<file path="src/rtl/wb_stopwatch_pkg.sv">
// wb_stopwatch_pkg: register map, bit indices, bus FSM encoding and BCD digit limits for the stopwatch slave.
package wb_stopwatch_pkg;
    localparam logic [1:0] REG_CTRL   = 2'd0;
    localparam logic [1:0] REG_TIME   = 2'd1;
    localparam logic [1:0] REG_LOAD   = 2'd2;
    localparam logic [1:0] REG_STATUS = 2'd3;
    localparam int CTRL_RUN    = 0;
    localparam int CTRL_CLR    = 1;
    localparam int ST_RUNNING  = 0;
    localparam int ST_WRAP     = 1;
    localparam int ST_LOAD_ERR = 2;
    localparam logic [3:0] UNITS_MAX = 4'd9;
    localparam logic [3:0] TENS_MAX  = 4'd5;
    typedef enum logic {S_IDLE, S_ACK} bus_state_t;
    function automatic logic bcd_valid(input logic [15:0] v);
        return v[3:0] <= UNITS_MAX && v[7:4] <= TENS_MAX && v[11:8] <= UNITS_MAX && v[15:12] <= TENS_MAX;
    endfunction
endpackage

</file>
<file path="src/rtl/bcd_mmss_counter.sv">
// bcd_mmss_counter: mm:ss BCD digit registers with clear > load > increment priority and a 59:59 wrap pulse.
module bcd_mmss_counter
    import wb_stopwatch_pkg::*;
(
    input  logic        clk,
    input  logic        rst,
    input  logic        inc,
    input  logic        clr,
    input  logic        load,
    input  logic [15:0] load_value,
    output logic [3:0]  sec1,
    output logic [3:0]  sec2,
    output logic [3:0]  min1,
    output logic [3:0]  min2,
    output logic        wrap
);
    logic s1_c, s2_c, m1_c;
    assign s1_c = sec1 == UNITS_MAX;
    assign s2_c = s1_c && sec2 == TENS_MAX;
    assign m1_c = s2_c && min1 == UNITS_MAX;
    assign wrap = inc && !clr && m1_c && min2 == TENS_MAX;
    always_ff @(posedge clk or negedge rst) begin
        if (!rst) begin
            {min2, min1, sec2, sec1} <= '0;
        end else if (clr) begin
            {min2, min1, sec2, sec1} <= '0;
        end else if (load) begin
            {min2, min1, sec2, sec1} <= load_value;
        end else if (inc) begin
            sec1 <= s1_c ? 4'd0 : sec1 + 4'd1;
            if (s1_c) sec2 <= s2_c ? 4'd0 : sec2 + 4'd1;
            if (s2_c) min1 <= m1_c ? 4'd0 : min1 + 4'd1;
            if (m1_c) min2 <= min2 == TENS_MAX ? 4'd0 : min2 + 4'd1;
        end
    end
endmodule

</file>
<file path="src/rtl/wb_slave_stopwatch.sv">
// wb_slave_stopwatch: Wishbone classic slave exposing a run/clear/load mm:ss stopwatch.
module wb_slave_stopwatch
    import wb_stopwatch_pkg::*;
#(
    parameter logic [31:0] BASE_ADDR = 32'h0000_0000
) (
    input  logic        clk,
    input  logic        rst,
    input  logic [31:0] wb_addr,
    input  logic [31:0] wb_data,
    input  logic [3:0]  wb_sel,
    input  logic        wb_cyc,
    input  logic        wb_stb,
    input  logic        wb_we,
    output logic [31:0] wb_data_read,
    output logic        wb_ack,
    input  logic        tick,
    output logic [3:0]  sec1,
    output logic [3:0]  sec2,
    output logic [3:0]  min1,
    output logic [3:0]  min2,
    output logic        running
);
    bus_state_t  state;
    logic        hit, acc, wr, ctrl_wr, status_wr, load_wr, load_ok, clr;
    logic        run, wrap_flag, load_err, wrap_pulse;
    logic [1:0]  reg_sel;
    logic [31:0] rdata;
    logic        unused_bits;
    assign unused_bits = ^{wb_addr[1:0], wb_sel[3:2], wb_data[31:16]};
    assign reg_sel   = wb_addr[3:2];
    assign hit       = wb_addr[31:4] == BASE_ADDR[31:4];
    assign acc       = state == S_IDLE && wb_cyc && wb_stb;
    assign wr        = acc && wb_we && hit;
    assign ctrl_wr   = wr && reg_sel == REG_CTRL && wb_sel[0];
    assign status_wr = wr && reg_sel == REG_STATUS && wb_sel[0];
    assign load_wr   = wr && reg_sel == REG_LOAD && wb_sel[1:0] == 2'b11;
    assign load_ok   = load_wr && !run && bcd_valid(wb_data[15:0]);
    assign clr       = ctrl_wr && wb_data[CTRL_CLR];
    assign running   = run;
    always_comb begin
        rdata = !hit || wb_we ? 32'd0 :
                reg_sel == REG_CTRL   ? 32'(run) :
                reg_sel == REG_TIME   ? {16'd0, min2, min1, sec2, sec1} :
                reg_sel == REG_STATUS ? {29'd0, load_err, wrap_flag, run} : 32'd0;
    end
    // Status flags are sticky; a same-edge set event overrides the W1C.
    always_ff @(posedge clk or negedge rst) begin
        if (!rst) begin
            state        <= S_IDLE;
            wb_ack       <= 1'b0;
            wb_data_read <= '0;
            run          <= 1'b0;
            wrap_flag    <= 1'b0;
            load_err     <= 1'b0;
        end else begin
            state        <= acc ? S_ACK : S_IDLE;
            wb_ack       <= acc;
            wb_data_read <= acc ? rdata : 32'd0;
            if (ctrl_wr) run <= wb_data[CTRL_RUN];
            wrap_flag    <= wrap_pulse || (wrap_flag && !(status_wr && wb_data[ST_WRAP]));
            load_err     <= (load_wr && !load_ok) || (load_err && !(status_wr && wb_data[ST_LOAD_ERR]));
        end
    end
    bcd_mmss_counter u_counter (
        .clk        (clk),
        .rst        (rst),
        .inc        (tick && run),
        .clr        (clr),
        .load       (load_ok),
        .load_value (wb_data[15:0]),
        .sec1       (sec1),
        .sec2       (sec2),
        .min1       (min1),
        .min2       (min2),
        .wrap       (wrap_pulse)
    );
endmodule

</file>
<file path="config.mk">
export PLATFORM = sky130hd
export DESIGN_NAME = wb_slave_stopwatch
export DESIGN_NICKNAME = d
export VERILOG_FILES = /design/src/rtl/wb_stopwatch_pkg.sv /design/src/rtl/bcd_mmss_counter.sv /design/src/rtl/wb_slave_stopwatch.sv
export SDC_FILE = /design/constraint.sdc
export NUM_CORES = 1
export LEC_CHECK = 0
export CAP_MARGIN = 20
export CORE_MARGIN = 1.5
export CORE_UTILIZATION = 40
export CTS_BUF_LIST = sky130_fd_sc_hd__clkbuf_8
export CTS_CLUSTER_SIZE = 40
export DETAILED_ROUTE_END_ITERATION = 6
export PLACE_DENSITY = 0.91
export SYNTH_ARGS = -nofsm -noshare
export SYNTH_HDL_FRONTEND = slang
export SYNTH_SLANG_ARGS = --single-unit
</file>
<file path="constraint.sdc">
create_clock -name clk -period 2.1 [get_ports clk]
set_input_delay 0.315 -clock clk [delete_from_list [all_inputs] [get_ports clk]]
set_output_delay 0.315 -clock clk [all_outputs]
set_load 0.02 [all_outputs]
</file>
==> flow_summary.yaml <==
drt:
  viasPerCell: 5.21
  vias: 2007
  first_pass_iters: 4
  ant_nets: 0
  wirelength_um: 5360
  drcViolationCount: 0
  drtIter0Drc: 143
  avgRoutedWirePerCell_um: 13.9
worst_hold_path:
  hp-class: "in2async"
pwr:
  seq_power_share_pct: 50.7
  p_leak_uw: 0.00161
  ir_drop_mv: 0.278
  p_comb_share_pct: 14.1
  power.share.clock_pct: 35.2
  switching_share_pct: 25.0
  p_int_uw: 1030
  power_switching_uw: 343
  power_density_mw_per_mm2: 413
floorplanning:
  die_h_um: 78.8
  coreArea_mm2: 0.00554
  die_w_um: 78.8
  rows: 27
  ios: 124
  die_area_mm2: 0.00622
  initial_core_util_pct: 41.5
sta:
  post-route-period-util_pct: 91.5
  slew_violations: 0
  setup_viol: 0
  tightestPinTransition_ps: 790
  skew_ps: 3.75
  final.min_clock_period_ps: 1920
  slew_headroom_pct: 47.4
  hold_viol: 0
  fmax_mhz: 520
  setup_ws_ps: 177
  rsz0062_at_grt: "false"
yosys:
  ys_top_cells_by_count: "dfrtp_1, nand2_1, buf_4, o211a_1, o21ai_0"
  yosys_warnings: 0
  yosysTopAreaCellShare_pct: 39.2
  yosys-mux-area-fraction_pct: 3.15
  synth-edff-count: 0
  syn_inst: 214
  ys_seq_area_share_pct: 39.2
  synth_top_area_cell: "dfrtp_1"
  yosysMostFrequentCell: "dfrtp_1"
  synth_xor_area_share_pct: 0.761
  synthSimpleGateAreaFrac_pct: 31.7
  synth-adder-area-share_pct: 3.26
  yosysUniqueCellTypes: 47
  async_flop_share_pct: 100
  synth_compound_area_share_pct: 13.3
  synthTopCellsByArea: "dfrtp_1, o211a_1, buf_4"
  ys_ff_latch: 36
  synth_area_mm2: 0.00230
  synth_top_family_by_area: "simple AND/OR/NAND/NOR gates"
  syn_area_per_cell_um2: 10.8
  ys.flop_type: "dfrtp_1"
worst_setup_path:
  reg2reg_depth: 7
  crit_type: "reg2reg"
  r2r_end: "u_counter.min2[2]"
  critPathLaunchType: "flop"
  r2r_start: "u_counter.sec2[1]"
  critPathRequiredTime_ps: 2340
  cp.arrival_ps: 2160
  endpoint_kind: "flop"
  path_cells: "inv_1, ha_1, and4b_1, nand4_2, or3b_1, nand3_1, o211a_1"
  crit_fanout: 5
  max_stage_delay_ps: 430
  reg2reg_slack_ps: 180
  slowest_stage: "dfrtp_1"
global_routing:
  antenna_found_initial: 0
  grt_start_max_net_pins: 37
  grt_overflow: 0
  grt_pass1_vias: 1853
  grt_pass1_wl_um: 8760
  grt_usage_pct: 18.1
layout:
  syn2layout_area_growth_pct: 44.4
  layout-drive-gt1-share_pct: 12.8
  nNetsFinal: 392
  fin_area_mm2: 0.00332
  antennaDiodeCount: 0
placed_design:
  dpl_cell_area_mm2: 0.00323
  port_buffers: 87
  gp_congestion: 0.841
  place_ws_ps: -79.8
  post-dp-hpwl_um: 4180
run_status:
  status: "completed"
clock_tree:
  clk_pin_slew_worst_paths_ps: 70
  htree_levels: 2
  hold_buffers: 0
  cts_tree: "yes"
  ctsRootBufferMaster: "clkbuf_8"
  ctsLongestPathBuffers: 2
  postCtsSetupRepairBufs: 0
  clock-sinks: 36
  cts_buffers: 5
  clk_latency_ps: 290
  cts-resized-gates: 0
job:
  max_cap_viol_count: 0
-- cells in the final DEF (no fill, tap or decap), drive strengths merged, types with 4 or more instances in the layout --
cell type      instances
nor2                  11
ha                     6
a21oi                  6
nor4                   9
nor3                   9
conb                  16
nand3b                 4
mux2i                  5
o211a                 14
buf                   12
nand3                  9
o21ai                 11
inv                    6
nor3b                  9
clkdlybuf4s50         86
nand4                  6
and3b                  4
nand2                 18
dfrtp                 36
clkbuf                 5
and2                   4
-- layer usage --
| layer | GRT usage [%] | up-vias | routed length, µm |
|---|---|---|---|
| met4 | 7.89 | 0 | 121 |
| met1 | 22.3 | 932 | 2200 |
| li1 | - | 956 | - |
| met3 | 4.48 | 10 | 422 |
| met5 | 0 | - | 0 |
| met2 | 30.2 | 109 | 2620 |
-- worst max-delay path by stage --
stage | slack (ps) | endpoint | from | cells after the start
6_report | 180 | u_counter.min2[2] | u_counter.sec2[1] | 7
5_1_grt | 20 | u_counter.min2[2] | u_counter.sec2[1] | 7
4_1_cts | 180 | u_counter.min2[2] | u_counter.sec2[1] | 7
3_3_place_gp | -60 | u_counter.min1[1] | wb_addr[5] | 6
2_1_floorplan | 270 | u_counter.min2[2] | u_counter.sec1[0] | 6
3_5_place_dp | -80 | u_counter.min2[2] | wb_addr[18] | 6
-- critical path, delay by kind of cell, from the launching register on --
kind                     cells  cell delay [ps]
buffers and inverters        1              100
AND/OR/NAND/NOR              4              980
AO/OA/AOI/OAI                1              160
adder cells (fa/ha/maj)      1              200
flip-flops                   1              430
-- stage by stage --
step	hold slack [ps]	util, %	power, µW	std cells	TNS (ps)
final	97.4	60.0	1370	385	0
after global routing	153	60.0	1440	385	0
after CTS	115	60.0	1390	385	0
after detailed placement	439	58.4	902	377	-1140
after global placement	423	58.4	899	377	-785
after floorplan	19.4	-	784	229	0
-- sequential cells by signal, indices dropped and copies added (netlist names) --
name,flops
u_counter.sec1,4
state,1
u_counter.min2,4
wrap_flag,1
wb_data_read,16
running,1
u_counter.min1,4
u_counter.sec2,4
load_err,1
-- final cells by class --
cell class / count / area (µm²)
flip-flops and latches: 36 / 901
clock inverters: 3 / 18.8
clock buffers: 5 / 68.8
well taps: 72 / 90.1
fillers: 473 / 2220
repair buffers: 98 / 961
inverters: 6 / 22.5
multi-input cells: 165 / 1260
-- power groups by stage --
stage	clock, µW	combinational [µW]	sequential (µW)
6_report	483	193	695
5_1_grt	537	207	694
4_1_cts	499	195	694
3_5_place_dp	0	195	708
3_3_place_gp	0	191	708
2_1_floorplan	0	74.7	709
-- kinds of logic (layout without fill, tap and decap cells) --
kind of cell    after synthesis  in the layout
compound gates               41             41
xor+xnor                      2              2
fa+ha+maj                     6              6
buf+inv                      28            112
flops                        36             36
mux                           7              7
other cells                   1             16
simple gates                 93             93
No activity file was read; power rests on OpenSTA's default activity.
